`src/rtl/ins_dispatch_buf_pkg.sv`:
```
// Shared types for the instruction dispatch buffer: format codes, RV32 opcodes
// and the packet width helper used to pass decoded packets between modules.
package ins_dispatch_buf_pkg;

   typedef enum logic [2:0] {
      FMT_R    = 3'd0,
      FMT_I    = 3'd1,
      FMT_S    = 3'd2,
      FMT_B    = 3'd3,
      FMT_U    = 3'd4,
      FMT_J    = 3'd5,
      FMT_NONE = 3'd7
   } ins_fmt_e;

   localparam logic [6:0] OP_LUI    = 7'b0110111;
   localparam logic [6:0] OP_AUIPC  = 7'b0010111;
   localparam logic [6:0] OP_JAL    = 7'b1101111;
   localparam logic [6:0] OP_JALR   = 7'b1100111;
   localparam logic [6:0] OP_BRANCH = 7'b1100011;
   localparam logic [6:0] OP_LOAD   = 7'b0000011;
   localparam logic [6:0] OP_STORE  = 7'b0100011;
   localparam logic [6:0] OP_IMM    = 7'b0010011;
   localparam logic [6:0] OP_REG    = 7'b0110011;
   localparam logic [6:0] OP_SYSTEM = 7'b1110011;

   // Width of the flattened DispatchPkt: pc, imm, op, funct3, funct7, rd/rs1/rs2, shamt, fmt, illegal.
   function automatic int dispatch_pkt_w(input int xlen, input int reg_aw);
      return 2 * xlen + 7 + 3 + 7 + 3 * reg_aw + 5 + 3 + 1;
   endfunction

   function automatic ins_fmt_e op_fmt(input logic [6:0] op);
      case (op)
         OP_REG:                             return FMT_R;
         OP_IMM, OP_LOAD, OP_JALR, OP_SYSTEM: return FMT_I;
         OP_STORE:                           return FMT_S;
         OP_BRANCH:                          return FMT_B;
         OP_LUI, OP_AUIPC:                   return FMT_U;
         OP_JAL:                             return FMT_J;
         default:                            return FMT_NONE;
      endcase
   endfunction

endpackage

```
`src/rtl/ins_dispatch_buf_decode.sv`:
```
// Combinational field splitter: raw RV32 word plus PC into a flattened DispatchPkt
// with format tag, sign-extended immediate and illegal-encoding flag.
module ins_field_decode
   import ins_dispatch_buf_pkg::*;
#(
   parameter int XLEN   = 32,
   parameter int REG_AW = 4
) (
   input  logic [31:0]                              i_ins,
   input  logic [XLEN-1:0]                          i_pc,
   output logic [dispatch_pkt_w(XLEN, REG_AW)-1:0]  o_pkt
);

   typedef struct packed {
      logic [XLEN-1:0]   pc;
      logic [XLEN-1:0]   imm;
      logic [6:0]        op;
      logic [2:0]        funct3;
      logic [6:0]        funct7;
      logic [REG_AW-1:0] rd;
      logic [REG_AW-1:0] rs1;
      logic [REG_AW-1:0] rs2;
      logic [4:0]        shamt;
      ins_fmt_e          fmt;
      logic              illegal;
   } dispatch_pkt_t;

   dispatch_pkt_t      w_pkt;
   ins_fmt_e           w_fmt;
   logic signed [31:0] w_imm32;
   logic               w_use_rd, w_use_rs1, w_use_rs2;
   logic               w_rd_hi, w_rs1_hi, w_rs2_hi;

   always_comb begin
      w_fmt = op_fmt(i_ins[6:0]);
      w_imm32 = '0;
      case (w_fmt)
         FMT_I:   w_imm32 = {{20{i_ins[31]}}, i_ins[31:20]};
         FMT_S:   w_imm32 = {{20{i_ins[31]}}, i_ins[31:25], i_ins[11:7]};
         FMT_B:   w_imm32 = {{19{i_ins[31]}}, i_ins[31], i_ins[7], i_ins[30:25], i_ins[11:8], 1'b0};
         FMT_U:   w_imm32 = {i_ins[31:12], 12'b0};
         FMT_J:   w_imm32 = {{11{i_ins[31]}}, i_ins[31], i_ins[19:12], i_ins[20], i_ins[30:21], 1'b0};
         default: w_imm32 = '0;
      endcase

      w_use_rd  = (w_fmt == FMT_R) || (w_fmt == FMT_I) || (w_fmt == FMT_U) || (w_fmt == FMT_J);
      w_use_rs1 = (w_fmt == FMT_R) || (w_fmt == FMT_I) || (w_fmt == FMT_S) || (w_fmt == FMT_B);
      w_use_rs2 = (w_fmt == FMT_R) || (w_fmt == FMT_S) || (w_fmt == FMT_B);

      // Any 5-bit index bit at or above REG_AW names a register this core lacks.
      w_rd_hi  = |(i_ins[11:7]  >> REG_AW);
      w_rs1_hi = |(i_ins[19:15] >> REG_AW);
      w_rs2_hi = |(i_ins[24:20] >> REG_AW);

      w_pkt.pc      = i_pc;
      w_pkt.imm     = XLEN'(w_imm32);
      w_pkt.op      = i_ins[6:0];
      w_pkt.funct3  = i_ins[14:12];
      w_pkt.funct7  = i_ins[31:25];
      w_pkt.rd      = i_ins[7 +: REG_AW];
      w_pkt.rs1     = i_ins[15 +: REG_AW];
      w_pkt.rs2     = i_ins[20 +: REG_AW];
      w_pkt.shamt   = i_ins[24:20];
      w_pkt.fmt     = w_fmt;
      w_pkt.illegal = (w_fmt == FMT_NONE) || (w_use_rd && w_rd_hi)
                      || (w_use_rs1 && w_rs1_hi) || (w_use_rs2 && w_rs2_hi);
   end

   assign o_pkt = w_pkt;

endmodule

```
`src/rtl/ins_dispatch_buf.sv`:
```
// Fetch-to-decode dispatch stage: DEPTH-entry raw-instruction FIFO feeding one
// registered decoded output slot, with bypass when the FIFO is empty and flush.
module ins_dispatch_buf
   import ins_dispatch_buf_pkg::*;
#(
   parameter int XLEN   = 32,
   parameter int REG_AW = 4,
   parameter int DEPTH  = 4
) (
   input  logic                         clk,
   input  logic                         rst,
   input  logic                         flush,
   input  logic                         in_vld,
   output logic                         in_rdy,
   input  logic [31:0]                  in_ins,
   input  logic [XLEN-1:0]              in_pc,
   output logic                         out_vld,
   input  logic                         out_rdy,
   output logic [XLEN-1:0]              out_pc,
   output logic [6:0]                   out_op,
   output logic [2:0]                   out_funct3,
   output logic [6:0]                   out_funct7,
   output logic [REG_AW-1:0]            out_rd,
   output logic [REG_AW-1:0]            out_rs1,
   output logic [REG_AW-1:0]            out_rs2,
   output logic [4:0]                   out_shamt,
   output logic [XLEN-1:0]              out_imm,
   output logic [2:0]                   out_fmt,
   output logic                         out_illegal,
   output logic [$clog2(DEPTH+2)-1:0]   occupancy
);

   localparam int PTR_W = $clog2(DEPTH);
   localparam int CNT_W = $clog2(DEPTH + 1);
   localparam int OCC_W = $clog2(DEPTH + 2);

   typedef struct packed {
      logic [XLEN-1:0]   pc;
      logic [XLEN-1:0]   imm;
      logic [6:0]        op;
      logic [2:0]        funct3;
      logic [6:0]        funct7;
      logic [REG_AW-1:0] rd;
      logic [REG_AW-1:0] rs1;
      logic [REG_AW-1:0] rs2;
      logic [4:0]        shamt;
      ins_fmt_e          fmt;
      logic              illegal;
   } dispatch_pkt_t;

   logic [31:0]       r_mem_ins [DEPTH];
   logic [XLEN-1:0]   r_mem_pc  [DEPTH];
   logic [PTR_W-1:0]  r_wr_ptr, r_rd_ptr;
   logic [CNT_W-1:0]  r_count;
   logic              r_out_vld;
   dispatch_pkt_t     r_pkt;

   logic              w_accept, w_pop, w_slot_free, w_fifo_empty;
   logic              w_fifo_rd, w_fifo_wr, w_bypass;
   logic [31:0]       w_src_ins;
   logic [XLEN-1:0]   w_src_pc;
   logic [dispatch_pkt_w(XLEN, REG_AW)-1:0] w_dec_flat;
   dispatch_pkt_t     w_dec;

   // Handshake: a transfer happens on a cycle where valid and ready are both high;
   // in_rdy never depends on in_vld, and out_* hold while out_vld is high and out_rdy low.
   assign in_rdy       = (r_count < CNT_W'(DEPTH)) && !flush;
   assign w_accept     = in_vld && in_rdy;
   assign w_pop        = r_out_vld && out_rdy;
   assign w_slot_free  = !r_out_vld || out_rdy;
   assign w_fifo_empty = (r_count == '0);
   assign w_fifo_rd    = w_slot_free && !w_fifo_empty;
   assign w_bypass     = w_slot_free && w_fifo_empty && w_accept;
   assign w_fifo_wr    = w_accept && !w_bypass;

   // Buffered entries are older than the input, so the head wins the slot.
   assign w_src_ins = w_fifo_empty ? in_ins : r_mem_ins[r_rd_ptr];
   assign w_src_pc  = w_fifo_empty ? in_pc  : r_mem_pc[r_rd_ptr];

   ins_field_decode #(.XLEN(XLEN), .REG_AW(REG_AW)) u_decode (
      .i_ins (w_src_ins),
      .i_pc  (w_src_pc),
      .o_pkt (w_dec_flat)
   );
   assign w_dec = w_dec_flat;

   always_ff @(posedge clk) begin
      if (w_fifo_wr) begin
         r_mem_ins[r_wr_ptr] <= in_ins;
         r_mem_pc[r_wr_ptr]  <= in_pc;
      end
   end

   always_ff @(posedge clk) begin
      if (rst || flush) begin
         r_wr_ptr <= '0;
         r_rd_ptr <= '0;
         r_count  <= '0;
      end else begin
         if (w_fifo_wr) r_wr_ptr <= r_wr_ptr + 1'b1;
         if (w_fifo_rd) r_rd_ptr <= r_rd_ptr + 1'b1;
         r_count <= r_count + CNT_W'(w_fifo_wr) - CNT_W'(w_fifo_rd);
      end
   end

   always_ff @(posedge clk) begin
      if (rst) begin
         r_out_vld <= 1'b0;
         r_pkt     <= '0;
         r_pkt.fmt <= FMT_NONE;
      end else if (flush) begin
         r_out_vld <= 1'b0;
      end else if (w_fifo_rd || w_bypass) begin
         r_out_vld <= 1'b1;
         r_pkt     <= w_dec;
      end else if (w_pop) begin
         r_out_vld <= 1'b0;
      end
   end

   assign out_vld     = r_out_vld;
   assign out_pc      = r_pkt.pc;
   assign out_op      = r_pkt.op;
   assign out_funct3  = r_pkt.funct3;
   assign out_funct7  = r_pkt.funct7;
   assign out_rd      = r_pkt.rd;
   assign out_rs1     = r_pkt.rs1;
   assign out_rs2     = r_pkt.rs2;
   assign out_shamt   = r_pkt.shamt;
   assign out_imm     = r_pkt.imm;
   assign out_fmt     = r_pkt.fmt;
   assign out_illegal = r_pkt.illegal;
   assign occupancy   = OCC_W'(r_count) + OCC_W'(r_out_vld);

endmodule
```
`config.mk`:
```
export PLATFORM = sky130hd
export DESIGN_NAME = ins_dispatch_buf
export DESIGN_NICKNAME = d
export VERILOG_FILES = /design/src/rtl/ins_dispatch_buf_pkg.sv /design/src/rtl/ins_dispatch_buf_decode.sv /design/src/rtl/ins_dispatch_buf.sv
export SDC_FILE = /design/constraint.sdc
export NUM_CORES = 1
export LEC_CHECK = 0
export CAP_MARGIN = 10
export CORE_UTILIZATION = 50
export DETAILED_ROUTE_END_ITERATION = 10
export PLACE_DENSITY = 0.88
export SLEW_MARGIN = 25
export SYNTH_ARGS = -nofsm -noshare
export SYNTH_HDL_FRONTEND = slang
export SYNTH_SLANG_ARGS = --single-unit
```
`constraint.sdc`:
```
create_clock -name clk -period 4 [get_ports clk]
set_input_delay 0.8 -clock clk [delete_from_list [all_inputs] [get_ports clk]]
set_output_delay 0.8 -clock clk [all_outputs]
set_load 0.01 [all_outputs]
```
==> results of run 1 <==
[final timing paths]
kind | to | slack (ps) | cells past startpoint
worst min register to register | out_funct7[1] | 460 | 2
worst max register to register | out_imm[27] | 370 | 9
worst max-delay path | out_imm[27] | 370 | 9
worst min-delay path | out_funct7[1] | 460 | 2
[through the flow]
| step | cells | utilization | hold WS [ps] | setup slack, ps |
|---|---|---|---|---|
| after floorplan | 929 | - | 462 | 330 |
| after global placement | 1444 | 0.590 | 438 | 211 |
| after detailed placement | 1444 | 0.590 | 452 | 75.6 |
| after CTS | 1512 | 0.635 | 462 | 426 |
| after global routing | 1513 | 0.636 | 483 | 163 |
| final | 1513 | 0.636 | 465 | 368 |
[final cells by class]
| class | instances | area, um2 | share of cell area |
|---|---|---|---|
| Clock inverter | 13 | 115 | 0.00652 |
| Inverter | 6 | 22.5 | 0.00128 |
| Timing Repair Buffer | 201 | 2000 | 0.113 |
| Clock buffer | 55 | 1140 | 0.0644 |
| Tap cell | 378 | 473 | 0.0268 |
| Antenna cell | 1 | 2.50 | 0.000142 |
| Sequential cell | 364 | 9860 | 0.558 |
| Multi-Input combinational cell | 495 | 4050 | 0.229 |
[metal layers]
layer | GRT usage | up-vias | wire, um
met5 | 0 | - | 40
met4 | 0.0544 | 6 | 573
met3 | 0.0405 | 51 | 1950
met2 | 0.389 | 332 | 16200
met1 | 0.298 | 4423 | 13500
li1 | - | 3920 | -
[synthesized netlist by cell type, types with 5 or more instances]
master | instances | area share
nand2_1 | 145 | 0.038
nand2b_1 | 7 | 0.0031
ha_1 | 9 | 0.0080
a221o_1 | 8 | 0.0057
a21oi_1 | 30 | 0.011
nor2_1 | 68 | 0.018
clkbuf_1 | 44 | 0.012
mux4_1 | 5 | 0.0093
edfxtp_1 | 256 | 0.54
buf_4 | 5 | 0.0027
inv_1 | 6 | 0.0016
a311oi_1 | 34 | 0.021
dfxtp_1 | 108 | 0.15
and2_1 | 6 | 0.0027
a211oi_1 | 17 | 0.0090
o21ai_0 | 8 | 0.0028
o211ai_1 | 12 | 0.0064
buf_1 | 5 | 0.0013
buf_2 | 9 | 0.0032
mux4_2 | 59 | 0.094
mux2i_1 | 24 | 0.017
[power by group through the flow]
stage                     Combinational [mW]  Sequential, mW  Clock (mW)
after floorplan                         2.01            4.82           0
after global placement                  3.36            4.75           0
after detailed placement                3.44            4.76           0
after CTS                               3.47            4.69        3.53
after global routing                    3.72            4.73        3.67
final                                   3.44            4.69        3.47
[flip-flops by register name, summed over array words and instances, names as in the netlist, 4 cells and up, named ones only]
register and cells:
r_mem_ins 128, r_mem_pc 128, out_imm 32, out_pc 32, out_funct7 7, out_op 7, out_rd 4, out_rs1 4
[kinds of logic (layout without fill, tap and decap cells)]
logic type               Yosys count  in the layout
other                              0              1
buffers and inverters             70            275
XOR/XNOR                           7              7
adder cells (fa/ha/maj)           10             10
flip-flops                       364            364
AND/OR/NAND/NOR                  258            258
multiplexers                      90             90
AO/OA/AOI/OAI                    130            130
[worst reg2reg max path, stage by stage, from the launching register on]
cell and delay (ps):
dfxtp_4 460, mux4_2 550, mux2_4 320, nor3_1 320, nand2_1 250, ha_1 440
o221ai_4 150, nor2b_1 260, nand4_1 460, o211ai_1 360
==> flow_metrics.py, run 1 <==
metrics = {
    "clock_tree": {
        "cts_sinks": 364,
        "cts_made_buffers": 37,
        "path_clk_slew_ps": 60,
        "cts_buffer_depth": 3,
        "clock_latency_ps": 520,
        "htree_levels": 2,
        "cts_tree": "yes",
        "cts_root_buffer": "clkbuf_16",
        "cts_hold_buf": 0,
        "post_cts_buffers": 0,
        "cts_resized": 0,
    },
    "route": {
        "antenna_left": 0,
        "drt_iter0_drc": 715,
        "wl_per_cell_um": 21.3,
        "dr.pass1.iters": 4,
        "vias": 8732,
        "drc": 0,
        "via_per_inst": 5.77,
        "drt_wl_total_mm": 32.3,
    },
    "power_and_ir_drop": {
        "seqPwrFrac": 0.404,
        "clkPwrFrac": 0.299,
        "total_power_mw": 11.6,
        "leakagePower_nw": 5.77,
        "pwr-share-comb": 0.297,
        "ir_drop_v": 0.000398,
        "p_int_mw": 8.09,
        "swShare": 0.303,
        "power.density_nw_per_um2": 657,
        "p_switching_mw": 3.51,
    },
    "logic_synthesis": {
        "synth_edf_count": 256,
        "muxShareOfSynthArea": 0.122,
        "yosys_warnings": 0,
        "syn_avg_cell_area_um2": 15.2,
        "ys.flop_type": "edfxtp_1",
        "ys_ff_latch": 364,
        "synth_top_family_by_area": "multiplexers",
        "syn_nets": 1008,
        "synth-xor-area-share": 0.00433,
        "yosysUniqueCellTypes": 57,
        "yosys.area_share.simple": 0.0778,
        "synth_area_um2": 14200,
        "synthAdderAreaFrac": 0.00937,
        "synthArstFlopShare": 0,
        "synth.yosys.seq_area_share": 0.696,
        "synth-compound-area-share": 0.0697,
        "synthesis.instances": 929,
    },
    "critical_path": {
        "cp.required_ps": 4420,
        "end_kind": "flop",
        "crit_buf_inv": 0,
        "critPathMaxStageDelay_ps": 550,
        "critPathMaxFanout": 13,
        "critPathTopFamily": "simple AND/OR/NAND/NOR gates",
        "path_cells": "mux4_2 > mux2_4 > nor3_1 > nand2_1 > ha_1 > o221ai_4 > nor2b_1 > nand4_1 > o211ai_1",
        "worstPathArrival_ps": 4060,
        "critPathKind": "flop to flop",
        "cpMaxStageDelayCell": "mux4_2",
        "start_kind": "flop",
    },
    "sta": {
        "slew_headroom": 0.539,
        "rsz0062_at_grt": "no",
        "fin_crit_ps": 3630,
        "finClkSkew_ps": 23.2,
        "fin_crit_sh": 0.908,
        "slew_viol_final": 0,
        "finalSetupViolations": 0,
        "tns_ps": 0,
        "final-hold-violation-count": 0,
        "tightest_slew_ps": 691,
        "max_freq_mhz": 275,
    },
    "outcome": {
        "outcome": "finished, final reports clean",
    },
    "flow_run": {
        "cap_viol_max_count": 0,
    },
    "die": {
        "io_pins": 176,
        "core_area_um2": 27800,
        "rows": 61,
        "start_util": 0.510,
        "die_h_um": 170,
        "die_w_um": 170,
        "die_area_um2": 29000,
    },
    "place": {
        "place_hpwl_mm": 20.5,
        "port_buffers": 175,
        "gp_congestion": 0.946,
        "place_area_um2": 16400,
    },
    "cells_and_area": {
        "mostFrequentLayoutCells": "edfxtp_1 (256), clkdlybuf4s50_1 (174), nand2_1 (145), dfxtp_1 (106), nor2_1 (67)",
        "nFillCells": 1994,
        "area.growth.synth_to_final_pct": 24.7,
        "nNetsFinal": 1184,
        "fin_area_um2": 17700,
        "drive_above_1_share": 0.146,
        "final_common_cell": "edfxtp_1",
    },
    "worst_hold_path": {
        "hold_start": "out_funct7[1]",
        "hp-class": "flop to flop",
    },
    "grt": {
        "grt_pass1_vias": 8930,
        "grt_use_total": 0.226,
        "grt_first_pass_wirelength_mm": 49.7,
        "antenna_found_initial": 4,
        "grt_max_degree": 65,
        "grt_overflow": 0,
    },
}
Note: power is estimated with default switching activity, not from simulation.
==> inputs of run 2 (changes only) <==
--- a/config.mk
+++ b/config.mk
@@ -6,6 +6,7 @@
 export NUM_CORES = 1
 export LEC_CHECK = 0
 export CAP_MARGIN = 10
+export CORE_MARGIN = 3
 export CORE_UTILIZATION = 50
 export DETAILED_ROUTE_END_ITERATION = 10
 export PLACE_DENSITY = 0.88
==> run 2 against run 1 <==
Against the previous run:
- the run now ends with design-rule violations left
- sequential power barely moved
- combinational power rose by 1%
- flip-flop and latch count did not move
- count of clock-buffer cells in the layout fell by 3
- final area fell by 0.18%
- global-route usage fell by 0.36 points
- largest power group unchanged
==> flow_metrics.py, run 2 (synthesized netlist as in run 1, its figures left out) <==
metrics = {
    "sta": {
        "hold-worst-slack_ps": 459,
        "rsz0062_at_grt": "no",
        "finClkSkew_ps": 21.9,
        "slew_headroom": 0.409,
        "fin_crit_sh": 0.908,
        "finalSetupViolations": 0,
        "max_freq_mhz": 275,
        "slew_viol_final": 0,
        "tightest_slew_ps": 887,
        "fin_crit_ps": 3630,
        "tns_ps": 0,
        "final-hold-violation-count": 0,
        "finalWorstSetupSlack_ps": 368,
    },
    "critical_path": {
        "r2r_end": "out_imm[27]",
        "critPathMaxFanout": 12,
        "cp.depth": 10,
        "reg2reg_slack_ps": 370,
        "critPathTopFamily": "simple AND/OR/NAND/NOR gates",
        "r2r_cells": 10,
        "cpMaxStageDelayCell": "mux4_1",
        "endpoint": "out_imm[27]",
        "end_kind": "flop",
        "crit_buf_inv": 1,
        "path_cells": "mux4_1 > mux2_2 > nor3_1 > nand2_1 > ha_1 > buf_4 > o31ai_1 > and3_1 > nand4_1 > o211ai_1",
        "worstPathArrival_ps": 4060,
        "critPathKind": "flop to flop",
        "start_kind": "flop",
        "cp.required_ps": 4430,
        "critPathMaxStageDelay_ps": 630,
    },
    "grt": {
        "grt_use_total": 0.223,
        "grt_pass1_vias": 9271,
        "grt_first_pass_wirelength_mm": 52.9,
        "antenna_found_initial": 1,
        "grt_overflow": 0,
        "grt_max_degree": 59,
    },
    "route": {
        "drt_wl_total_mm": 34.5,
        "drt_iter0_drc": 999,
        "antenna_left": 0,
        "wl_per_cell_um": 22.9,
        "via_per_inst": 5.94,
        "dr.pass1.iters": 8,
        "drc": 1,
        "vias": 8953,
    },
    "die": {
        "rows": 60,
        "core_area_um2": 27400,
        "io_pins": 176,
        "die_w_um": 174,
        "die_h_um": 174,
        "die_area_um2": 30400,
        "start_util": 0.517,
    },
    "power_and_ir_drop": {
        "ir_drop_v": 0.000433,
        "total_power_mw": 11.7,
        "power.density_nw_per_um2": 661,
        "leakagePower_nw": 5.75,
    },
    "clock_tree": {
        "cts_tree": "yes",
        "cts_hold_buf": 0,
        "cts_resized": 0,
        "clock_latency_ps": 520,
        "path_clk_slew_ps": 60,
        "cts_root_buffer": "clkbuf_16",
        "cts_sinks": 364,
        "cts_buffer_depth": 3,
        "cts_made_buffers": 38,
        "htree_levels": 2,
        "post_cts_buffers": 0,
    },
    "outcome": {
        "outcome": "finished, violations left",
        "violations": "design-rule violations",
    },
    "cells_and_area": {
        "fin_util": 0.643,
        "reg_top3": "r_mem_ins x128, r_mem_pc x128",
        "area.growth.synth_to_final_pct": 24.5,
        "mostFrequentLayoutCells": "edfxtp_1 (256), clkdlybuf4s50_1 (174), nand2_1 (145), dfxtp_1 (106), nor2_1 (67)",
        "diodes": 0,
        "drive_above_1_share": 0.147,
        "final_common_cell": "edfxtp_1",
        "nNetsFinal": 1184,
    },
    "place": {
        "place_hpwl_mm": 21.8,
        "port_buffers": 175,
        "gp_congestion": 0.972,
        "pre_cts_slack_ps": 203,
    },
    "flow_run": {
        "cap_viol_max_count": 0,
    },
    "worst_hold_path": {
        "hold_start": "out_rs1[0]",
        "hp-class": "flop to flop",
    },
}
[run 2: layer usage]
metal	vias up	global-route usage	routed length [um]
met2	440	0.377	17200
met3	63	0.0494	2840
met5	-	0	13
li1	3934	-	-
met4	2	0.0593	650
met1	4514	0.294	13800
[run 2: worst reg2reg max path: stages (launching register included)]
cell and delay [ps]:
dfxtp_4 460, mux4_1 630, mux2_2 330, nor3_1 220, nand2_1 240, ha_1 310, buf_4 190, o31ai_1 70
and3_1 240, nand4_1 460, o211ai_1 380
[run 2: layout make-up]
class | count | area, um2
clock inverter | 18 | 130
fill | 1904 | 9770
inverter | 6 | 22.5
clock buffer | 52 | 1120
timing repair buffer | 200 | 1990
tap | 372 | 465
sequential | 364 | 9860
multi-input combinational | 495 | 4050
[run 2: worst min path at each step]
stage	to	slack, ps	cells past startpoint
floorplan	out_imm[31]	460	2
global placement	out_imm[8]	440	2
detailed placement	out_rs1[2]	450	2
CTS	out_rs1[2]	460	2
global route	out_fmt[0]	480	1
finish	out_rs1[0]	460	2
[run 2: stage by stage]
step | instances | instance area [um2]
6_report | 1507 | 17600
5_1_grt | 1507 | 17600
4_1_cts | 1507 | 17600
3_5_place_dp | 1437 | 16400
3_3_place_gp | 1437 | 16400
2_1_floorplan | 929 | 14200
[run 2: report_power, final]
part | internal [mW] | switching, mW
Sequential | 4.45 | 0.243
Clock | 2.03 | 1.44
Combinational | 1.53 | 1.96
